--- src/rtl/crush_param_sched_if.sv ---
// Pot / audio bus between the ADC scanner, the audio path and the crush scheduler.
// master drives pot and sample strobes; slave is the scheduler.
interface crush_param_sched_if;
    logic        [9:0]  pot_raw;
    logic               pot_raw_valid;
    logic signed [15:0] sample_in;
    logic               sample_in_valid;
    logic        [9:0]  pot_crush;
    logic               pot_crush_update;
    logic               busy;

    modport master (
        output pot_raw, pot_raw_valid, sample_in, sample_in_valid,
        input  pot_crush, pot_crush_update, busy
    );

    modport slave (
        input  pot_raw, pot_raw_valid, sample_in, sample_in_valid,
        output pot_crush, pot_crush_update, busy
    );
endinterface

--- src/rtl/crush_param_sched.sv ---
// Crush pot scheduler: hysteresis, zero-crossing deferred apply, dwell.
// Optional CRUSH_SCHED_SLEW_EN limits each apply step to 32 LSB.
module crush_param_sched #(
    parameter int TIMEOUT_SAMPLES = 480,
    parameter int HYST            = 8,
    parameter int DWELL_SAMPLES   = 64
) (
    input logic               clk,
    input logic               rst_n,
    crush_param_sched_if.slave bus
);
    localparam int TW = $clog2(TIMEOUT_SAMPLES + 1);
    localparam int DW = $clog2(DWELL_SAMPLES + 1);

    typedef enum logic [1:0] {IDLE, ARMED, APPLY, DWELL} state_t;

    state_t        state_q, state_d;
    logic [9:0]    crush_q, crush_d;
    logic [9:0]    target_q, target_d;
    logic          upd_q, upd_d;
    logic          pend_q, pend_d;
    logic          sign_q, sign_d;
    logic [TW-1:0] tcnt_q, tcnt_d;
    logic [DW-1:0] dcnt_q, dcnt_d;

    logic [10:0] raw_ext, cur_ext, delta;
    logic        req, zc, tmo, dend, more;
    logic [9:0]  apply_val;

    always_comb begin
        raw_ext = {1'b0, bus.pot_raw};
        cur_ext = {1'b0, crush_q};
        delta   = (raw_ext >= cur_ext) ? raw_ext - cur_ext
                                       : cur_ext - raw_ext;
        req  = bus.pot_raw_valid && (delta > 11'(HYST));
        zc   = bus.sample_in_valid &&
               ((bus.sample_in[15] != sign_q) || (bus.sample_in == 16'sd0));
        tmo  = (tcnt_q == TW'(TIMEOUT_SAMPLES - 1));
        dend = (dcnt_q == DW'(DWELL_SAMPLES - 1));
    end

`ifdef CRUSH_SCHED_SLEW_EN
    logic [9:0] gap, step;
    logic       up;

    always_comb begin
        up        = (target_q >= crush_q);
        gap       = up ? target_q - crush_q : crush_q - target_q;
        step      = (gap > 10'd32) ? 10'd32 : gap;
        apply_val = up ? crush_q + step : crush_q - step;
    end
`else
    always_comb begin
        apply_val = target_q;
    end
`endif

    always_comb begin
        state_d  = state_q;
        crush_d  = crush_q;
        target_d = target_q;
        upd_d    = 1'b0;
        pend_d   = pend_q;
        tcnt_d   = tcnt_q;
        dcnt_d   = dcnt_q;
        sign_d   = bus.sample_in_valid ? bus.sample_in[15] : sign_q;
        more     = 1'b0;

        unique case (state_q)
            IDLE: begin
                if (req) begin
                    target_d = bus.pot_raw;
                    tcnt_d   = '0;
                    state_d  = ARMED;
                end
            end
            ARMED: begin
                if (req) target_d = bus.pot_raw;
                if (bus.sample_in_valid) begin
                    if (zc || tmo) state_d = APPLY;
                    else           tcnt_d  = tcnt_q + 1'b1;
                end
            end
            APPLY: begin
                crush_d = apply_val;
                dcnt_d  = '0;
                upd_d   = 1'b1;
                state_d = DWELL;
            end
            DWELL: begin
                if (req) begin
                    pend_d   = 1'b1;
                    target_d = bus.pot_raw;
                end
`ifdef CRUSH_SCHED_SLEW_EN
                // Unfinished slew keeps the sequence stepping.
                more = (target_d != crush_q);
`endif
                if (bus.sample_in_valid) begin
                    if (dend) begin
                        if (pend_q || req || more) begin
                            state_d = ARMED;
                            tcnt_d  = '0;
                            pend_d  = 1'b0;
                        end else begin
                            state_d = IDLE;
                        end
                    end else begin
                        dcnt_d = dcnt_q + 1'b1;
                    end
                end
            end
        endcase
    end

    always_ff @(posedge clk or negedge rst_n) begin
        if (!rst_n) begin
            state_q  <= IDLE;
            crush_q  <= '0;
            target_q <= '0;
            upd_q    <= 1'b0;
            pend_q   <= 1'b0;
            sign_q   <= 1'b0;
            tcnt_q   <= '0;
            dcnt_q   <= '0;
        end else begin
            state_q  <= state_d;
            crush_q  <= crush_d;
            target_q <= target_d;
            upd_q    <= upd_d;
            pend_q   <= pend_d;
            sign_q   <= sign_d;
            tcnt_q   <= tcnt_d;
            dcnt_q   <= dcnt_d;
        end
    end

    assign bus.pot_crush        = crush_q;
    assign bus.pot_crush_update = upd_q;
    assign bus.busy             = (state_q != IDLE);
endmodule

--- src/flat_wrapper.sv ---
// flat-port wrapper written by rule: the top's interface ports become plain ports
module crush_param_sched_flat 
#(
    parameter int TIMEOUT_SAMPLES = 480,
    parameter int HYST            = 8,
    parameter int DWELL_SAMPLES   = 64
)
  (clk, rst_n, bus_pot_raw, bus_pot_raw_valid, bus_sample_in, bus_sample_in_valid, bus_pot_crush, bus_pot_crush_update, bus_busy);
  crush_param_sched_if bus_i ();
  input logic clk;
  input logic rst_n;
  input wire logic [$bits(bus_i.pot_raw)-1:0] bus_pot_raw;
  input wire logic [$bits(bus_i.pot_raw_valid)-1:0] bus_pot_raw_valid;
  input wire logic [$bits(bus_i.sample_in)-1:0] bus_sample_in;
  input wire logic [$bits(bus_i.sample_in_valid)-1:0] bus_sample_in_valid;
  output wire logic [$bits(bus_i.pot_crush)-1:0] bus_pot_crush;
  output wire logic [$bits(bus_i.pot_crush_update)-1:0] bus_pot_crush_update;
  output wire logic [$bits(bus_i.busy)-1:0] bus_busy;
  assign bus_i.pot_raw = bus_pot_raw;
  assign bus_i.pot_raw_valid = bus_pot_raw_valid;
  assign bus_i.sample_in = bus_sample_in;
  assign bus_i.sample_in_valid = bus_sample_in_valid;
  assign bus_pot_crush = bus_i.pot_crush;
  assign bus_pot_crush_update = bus_i.pot_crush_update;
  assign bus_busy = bus_i.busy;
  crush_param_sched #(.TIMEOUT_SAMPLES(TIMEOUT_SAMPLES), .HYST(HYST), .DWELL_SAMPLES(DWELL_SAMPLES)) u_core (.clk(clk), .rst_n(rst_n), .bus(bus_i));
endmodule
--- config.mk ---
export PLATFORM = sky130hd
export DESIGN_NAME = crush_param_sched_flat
export DESIGN_NICKNAME = d
export VERILOG_FILES = /design/src/rtl/crush_param_sched_if.sv /design/src/rtl/crush_param_sched.sv /design/src/flat_wrapper.sv
export SDC_FILE = /design/constraint.sdc
export NUM_CORES = 1
export LEC_CHECK = 0
export BUFFER_PORTS_ARGS = -buffer_cell sky130_fd_sc_hd__buf_2
export CORE_ASPECT_RATIO = 0.5
export CORE_MARGIN = 2
export CORE_UTILIZATION = 45
export CTS_CLUSTER_DIAMETER = 40
export DETAILED_ROUTE_END_ITERATION = 8
export PLACE_DENSITY = 0.78
export RECOVER_POWER = 100
export SLEW_MARGIN = 20
export SYNTH_ARGS = -nofsm -noshare
export SYNTH_HDL_FRONTEND = slang
export SYNTH_SLANG_ARGS = --single-unit
--- constraint.sdc ---
create_clock -name clk -period 2.5 [get_ports clk]
set_input_delay 0.375 -clock clk [delete_from_list [all_inputs] [get_ports clk]]
set_output_delay 0.375 -clock clk [all_outputs]
set_load 0.005 [all_outputs]
* Yosys cells after proc, flatten, opt, wreduce, memory -nomap -nowiden
Index checks and enable logic that the tools add are counted.
Storage, ports and cells: register bits after elaboration 41, output and inout bits 12, bits of input ports 30
Cells by class: order comparisons 2, reduce and logical (&&, ||, !) cells 15, equal/unequal tests 14, $add $sub $neg 4, muxes and demuxes 23
Operators by type and width (number):
- $mux 9 | 6
- $pmux 9 s3 | 1
- $sub 10x10->11 | 2
- $logic_not 16->1 | 1
- $mux 7 | 2
- $pmux 7 s2 | 1
- $gt 11x4->1 const B | 1
- $mux 11 | 1
- $ge 10x10->1 | 1
- $mux 2 | 5
- $add 9x1->9 const B | 1
- $eq 9x9->1 const B | 1
- $ne 2x1->1 const B | 4
- $ne 2x2->1 const B | 4
- $pmux 2 s4 | 1
- $add 7x1->7 const B | 1
- $eq 7x6->1 const B | 1
- $reduce_and 7->1 | 1
- $mux 1 | 6
- $reduce_and 5->1 | 1
- $eq 2x2->1 const B | 2
- $reduce_bool 2->1 | 2
- $logic_or 1x1->1 | 3
- $reduce_and 3->1 | 1
- other kinds (7) | 8

* Depth between registers and ports, before layout
depth in word-level cells 9, mapped depth 13, mapped depth without buffers 12

* Least setup slack after synthesis
OpenSTA, ideal clock, no wires.
path kind register to register, from register u_core.crush_q[7], in the netlist u_core.bus.pot_crush[7], to register u_core.tcnt_q[8], cell stages (with the launch flop) 13, arrival 2637 ps, buffers on the path 2, required time 2381 ps, path slack -256 ps, cell sequence dfrtp_1 inv_1 ha_1 buf_6 o21a_1 or4_1 a2bb2oi_1 o2111ai_1 a2111o_1 a41oi_2 buf_4 mux2i_1 nand2_1
On the way: word-level cells in the longest chain between the ends 7, elaborated cells on any way between the ends 10, those cells by class add/sub (2); order compare (2); eq/ne (2); mux (1); reduce/logical (3)
Ends and longest elaborated chain:
- from (decl) | RTL line crush_param_sched.sv:18 | logic [9:0] crush_q, crush_d;
- from (signal assigned) | RTL line crush_param_sched.sv:128 | crush_q <= crush_d;
- $sub 10x10->11 (tied with other cells) | RTL line crush_param_sched.sv:34 | : cur_ext - raw_ext;
- $mux 11 * | RTL line crush_param_sched.sv:33 | delta = (raw_ext >= cur_ext) ? raw_ext - cur_ext
- $gt 11x4->1 * | RTL line crush_param_sched.sv:35 | req = bus.pot_raw_valid && (delta > 11'(HYST));
- $logic_and 1x1->1 * | RTL line crush_param_sched.sv:35
- $logic_or 1x1->1 | RTL line crush_param_sched.sv:101 | if (pend_q || req || more) begin
- $ne 2x1->1 (no line)
- $reduce_and 7->1 (no line) *
- to (signal assigned) | RTL line crush_param_sched.sv:133 | tcnt_q <= tcnt_d;
- to (decl) | RTL line crush_param_sched.sv:23 | logic [TW-1:0] tcnt_q, tcnt_d;
Every way passes the cells marked *; elsewhere a longest branch is shown, timed or not. A chain may end at the register's enable or synchronous reset.

* Worst setup path in the final report
from register u_core.crush_q[0], in the netlist u_core.bus.pot_crush[0], to register u_core.tcnt_q[6]
The elaborated chain is that of the path after synthesis.

==> results.py <==
metrics = {
    "die": {
        "num_io_pins": 42,
        "die_y_um": 61.27,
        "start_util_pct": 47.56,
        "num_rows": 20,
        "core_region_area_um2": 6206,
        "dieWidth_um": 118.5,
        "dieArea_um2": 7262,
    },
    "cells_and_area": {
        "fin_area_um2": 4041,
        "nets": 496,
        "fillers": 497,
        "area_growth_syn_to_layout_pct": 36.92,
        "antennaDiodeCount": 0,
        "stdcell_count": 526,
        "drive_gt1_share_pct": 36.76,
        "utilization_pct": 65.12,
    },
    "detailed_routing": {
        "ant_nets": 0,
        "drt-total-wl_mm": 8.260,
        "routedWlPerCell_um": 15.70,
        "vias_per_cell": 5.549,
        "vias": 2919,
        "drtIter0Drc": 259,
        "drc_errors": 0,
        "drt_pass1_iterations": 5,
    },
    "setup_path": {
        "endpoint_kind": "flop",
        "critPathMaxStageDelay_ns": 0.41,
        "crit_type": "reg2reg",
        "start_kind": "flop",
        "slowest_stage": "dfrtp_1",
        "cp_max_fo": 5,
        "arrival_ns": 3.04,
        "crit_path_frequent_cell": "o21ai_2",
        "worstPathRequired_ns": 2.69,
        "path_cells": "inv_2 > ha_4 > fa_2 > nor2b_2 > o21ai_2 > a21oi_2 > o41ai_2 > mux2i_1 > nand4_1 > a41oi_2 > buf_4 > buf_6 > o21ai_2 > o31ai_2",
    },
    "grt": {
        "grt_max_degree": 42,
        "overflow": 0,
        "grt_use_total_pct": 22.80,
        "grt_busiest_layer": "met2",
        "antenna_found_initial": 0,
        "grt_pass1_wl_mm": 12.96,
        "grt_pass1_vias": 2809,
        "use_met3_pct": 5.093,
        "grtUsageMet2_pct": 42.20,
        "use_met1_pct": 27.80,
    },
    "sta": {
        "rsz0062_at_grt": "yes",
        "slew-limit-headroom_pct": 27.08,
        "hold_slack_ns": 0.2768,
        "finalSetupTns_ns": -6.011,
        "worst_slack_ns": -0.3495,
        "setup_viol": 22,
        "worst-slew-pin-transition_ns": 1.094,
        "max_freq_ghz": 0.3509,
        "finalCriticalPeriod_ns": 2.849,
        "finalHoldViolations": 0,
        "period_share_pct": 114.0,
        "fin_skew_ns": 0.008132,
        "maxSlewViolCount": 0,
    },
    "clock_tree": {
        "clkTransAtPathRegs_ns": 0.07,
        "htree_levels": 2,
        "clkSinkCount": 41,
        "cts_tree": "done",
        "cts_buffer_depth": 2,
        "clock-root-buffer": "clkbuf_16",
        "cts_buffers": 5,
        "clock_latency_ns": 0.29,
    },
    "logic_synthesis": {
        "ys.flop_type": "dfrtp_1",
        "yosysUniqueCellTypes": 58,
        "syn_avg_cell_area_um2": 8.864,
        "syn_nets": 392,
        "synth-seq-area-share_pct": 34.76,
        "syn_area_um2": 2952,
        "synth-edff-count": 0,
        "syn_inst": 333,
        "async_flop_share_pct": 100.0,
        "ys_seq_elements": 41,
        "yosys_warnings": 0,
    },
    "pwr": {
        "vdd.ir_drop.worst_v": 0.0004113,
        "p_total_mw": 4.827,
        "cellPowerDensity_nw_per_um2": 1194,
        "power_leakage_nw": 1.903,
    },
    "place": {
        "pre_cts_ws_ns": -0.4339,
        "place_inst": 508,
        "dp_hpwl_mm": 5.290,
        "gp_congestion": 0.9222,
        "placed_cell_area_um2": 3674,
        "numPortBuffers": 41,
    },
    "outcome": {
        "outcome": "complete, but fails checks",
        "violations": "setup timing",
    },
    "hold_path": {
        "hold_class": "in2async",
    },
    "job": {
        "max_cap_violations": 0,
    },
}
[worst max-delay path: cells and delay by family (launching register included)]
kind / cells / cell delay (ns)
fa+ha+maj: 2 / 0.38
compound gates: 6 / 1.01
simple gates: 2 / 0.29
flops: 1 / 0.41
buf+inv: 3 / 0.38
mux: 1 / 0.26
[flip-flops by register name, summed over array words and instances, names as in the netlist]
| name | flops |
|---|---|
| u_core.apply_val | 10 |
| u_core.bus.pot_crush | 10 |
| u_core.tcnt_q | 9 |
| u_core.dcnt_q | 7 |
| u_core.state_q | 2 |
| u_core.bus.pot_crush_update | 1 |
| u_core.pend_q | 1 |
| u_core.sign_q | 1 |
[kinds of logic after synthesis]
kind of cell,after synthesis,synth area share [%]
adder cells (fa/ha/maj),29,12.80
flip-flops,41,34.76
AO/OA/AOI/OAI,92,20.86
multiplexers,19,6.995
AND/OR/NAND/NOR,103,16.58
XOR/XNOR,7,2.077
buffers and inverters,42,5.934
[cell usage in the layout, fill, tap and decap left out, drive strengths merged, types with 2 or more instances in the layout]
| cell | count |
|---|---|
| o21a | 2 |
| o21ai | 33 |
| dfrtp | 41 |
| ha | 27 |
| nor3 | 6 |
| inv | 31 |
| nand4 | 6 |
| nor4 | 3 |
| a21oi | 17 |
| xor2 | 6 |
| nand2 | 30 |
| and3 | 2 |
| a21boi | 2 |
| o22ai | 5 |
| or2 | 2 |
| clkbuf | 19 |
| or3 | 2 |
| o31ai | 6 |
| o311a | 2 |
| mux2 | 13 |
| nand2b | 8 |
| nor2 | 32 |
| o21bai | 2 |
| a221oi | 2 |
| a31oi | 3 |
| a31o | 2 |
| nor2b | 3 |
| nand3 | 7 |
| mux2i | 6 |
| buf | 95 |
| fa | 2 |
[final cells by class]
cell class	count	area [um^2]	area share (%)
clock buffers	6	128.9	3.189
inverters	31	116.4	2.879
flip-flops and latches	41	1026	25.39
well taps	88	110.1	2.724
clock inverters	2	38.79	0.9598
multi-input cells	250	1906	47.15
repair buffers	108	715.7	17.71
[per-layer routing]
layer	wire length [um]	part of all wire [%]	vias to the layer above
met5	0	0	-
met4	190	2.3	0
met3	388	4.7	24
met2	4023	49	90
met1	3658	44	1401
li1	-	-	1404
[Yosys cell counts (all sizes together), types with 7 or more instances]
master / n / area (um^2)
a21oi: 17 / 85.08
buf: 7 / 43.79
dfrtp: 41 / 1026
ha: 27 / 337.8
inv: 31 / 116.4
mux2: 13 / 146.4
nand2: 30 / 112.6
nand2b: 8 / 50.05
nand3: 7 / 40.04
nor2: 32 / 127.6
o21ai: 33 / 165.1
[where the power goes]
part	switching (mW)	leakage, nW	internal (mW)
combinational	1.55	1.31	1.48
sequential	0.149	0.517	0.873
clock	0.296	0.0810	0.474
total	2.00	1.90	2.83
[timing repair]
item | 4_1_cts | 5_1_grt
hold endpoints to repair | 0 | 0
pin swaps | 10 | 11
resized for setup | 18 | 22
hold buffers | 0 | 0
setup endpoints to repair | 22 | 22
setup buffers | 3 | 6
cloned | 0 | 1
[final timing paths]
check | to | cells after the start | from | slack (ns)
max in group asynchronous | u_core.bus.pot_crush[5] | 1 | rst_n | 1.55
min | u_core.tcnt_q[0] | 1 | rst_n | 0.28
min in group clk | u_core.sign_q | 2 | bus_sample_in[15] | 0.35
min reg2reg | u_core.bus.pot_crush[4] | 2 | u_core.apply_val[4] | 0.48
max | u_core.tcnt_q[6] | 14 | u_core.bus.pot_crush[0] | -0.35
max reg2reg | u_core.tcnt_q[6] | 14 | u_core.bus.pot_crush[0] | -0.35
No activity file was read; power rests on OpenSTA's default activity.
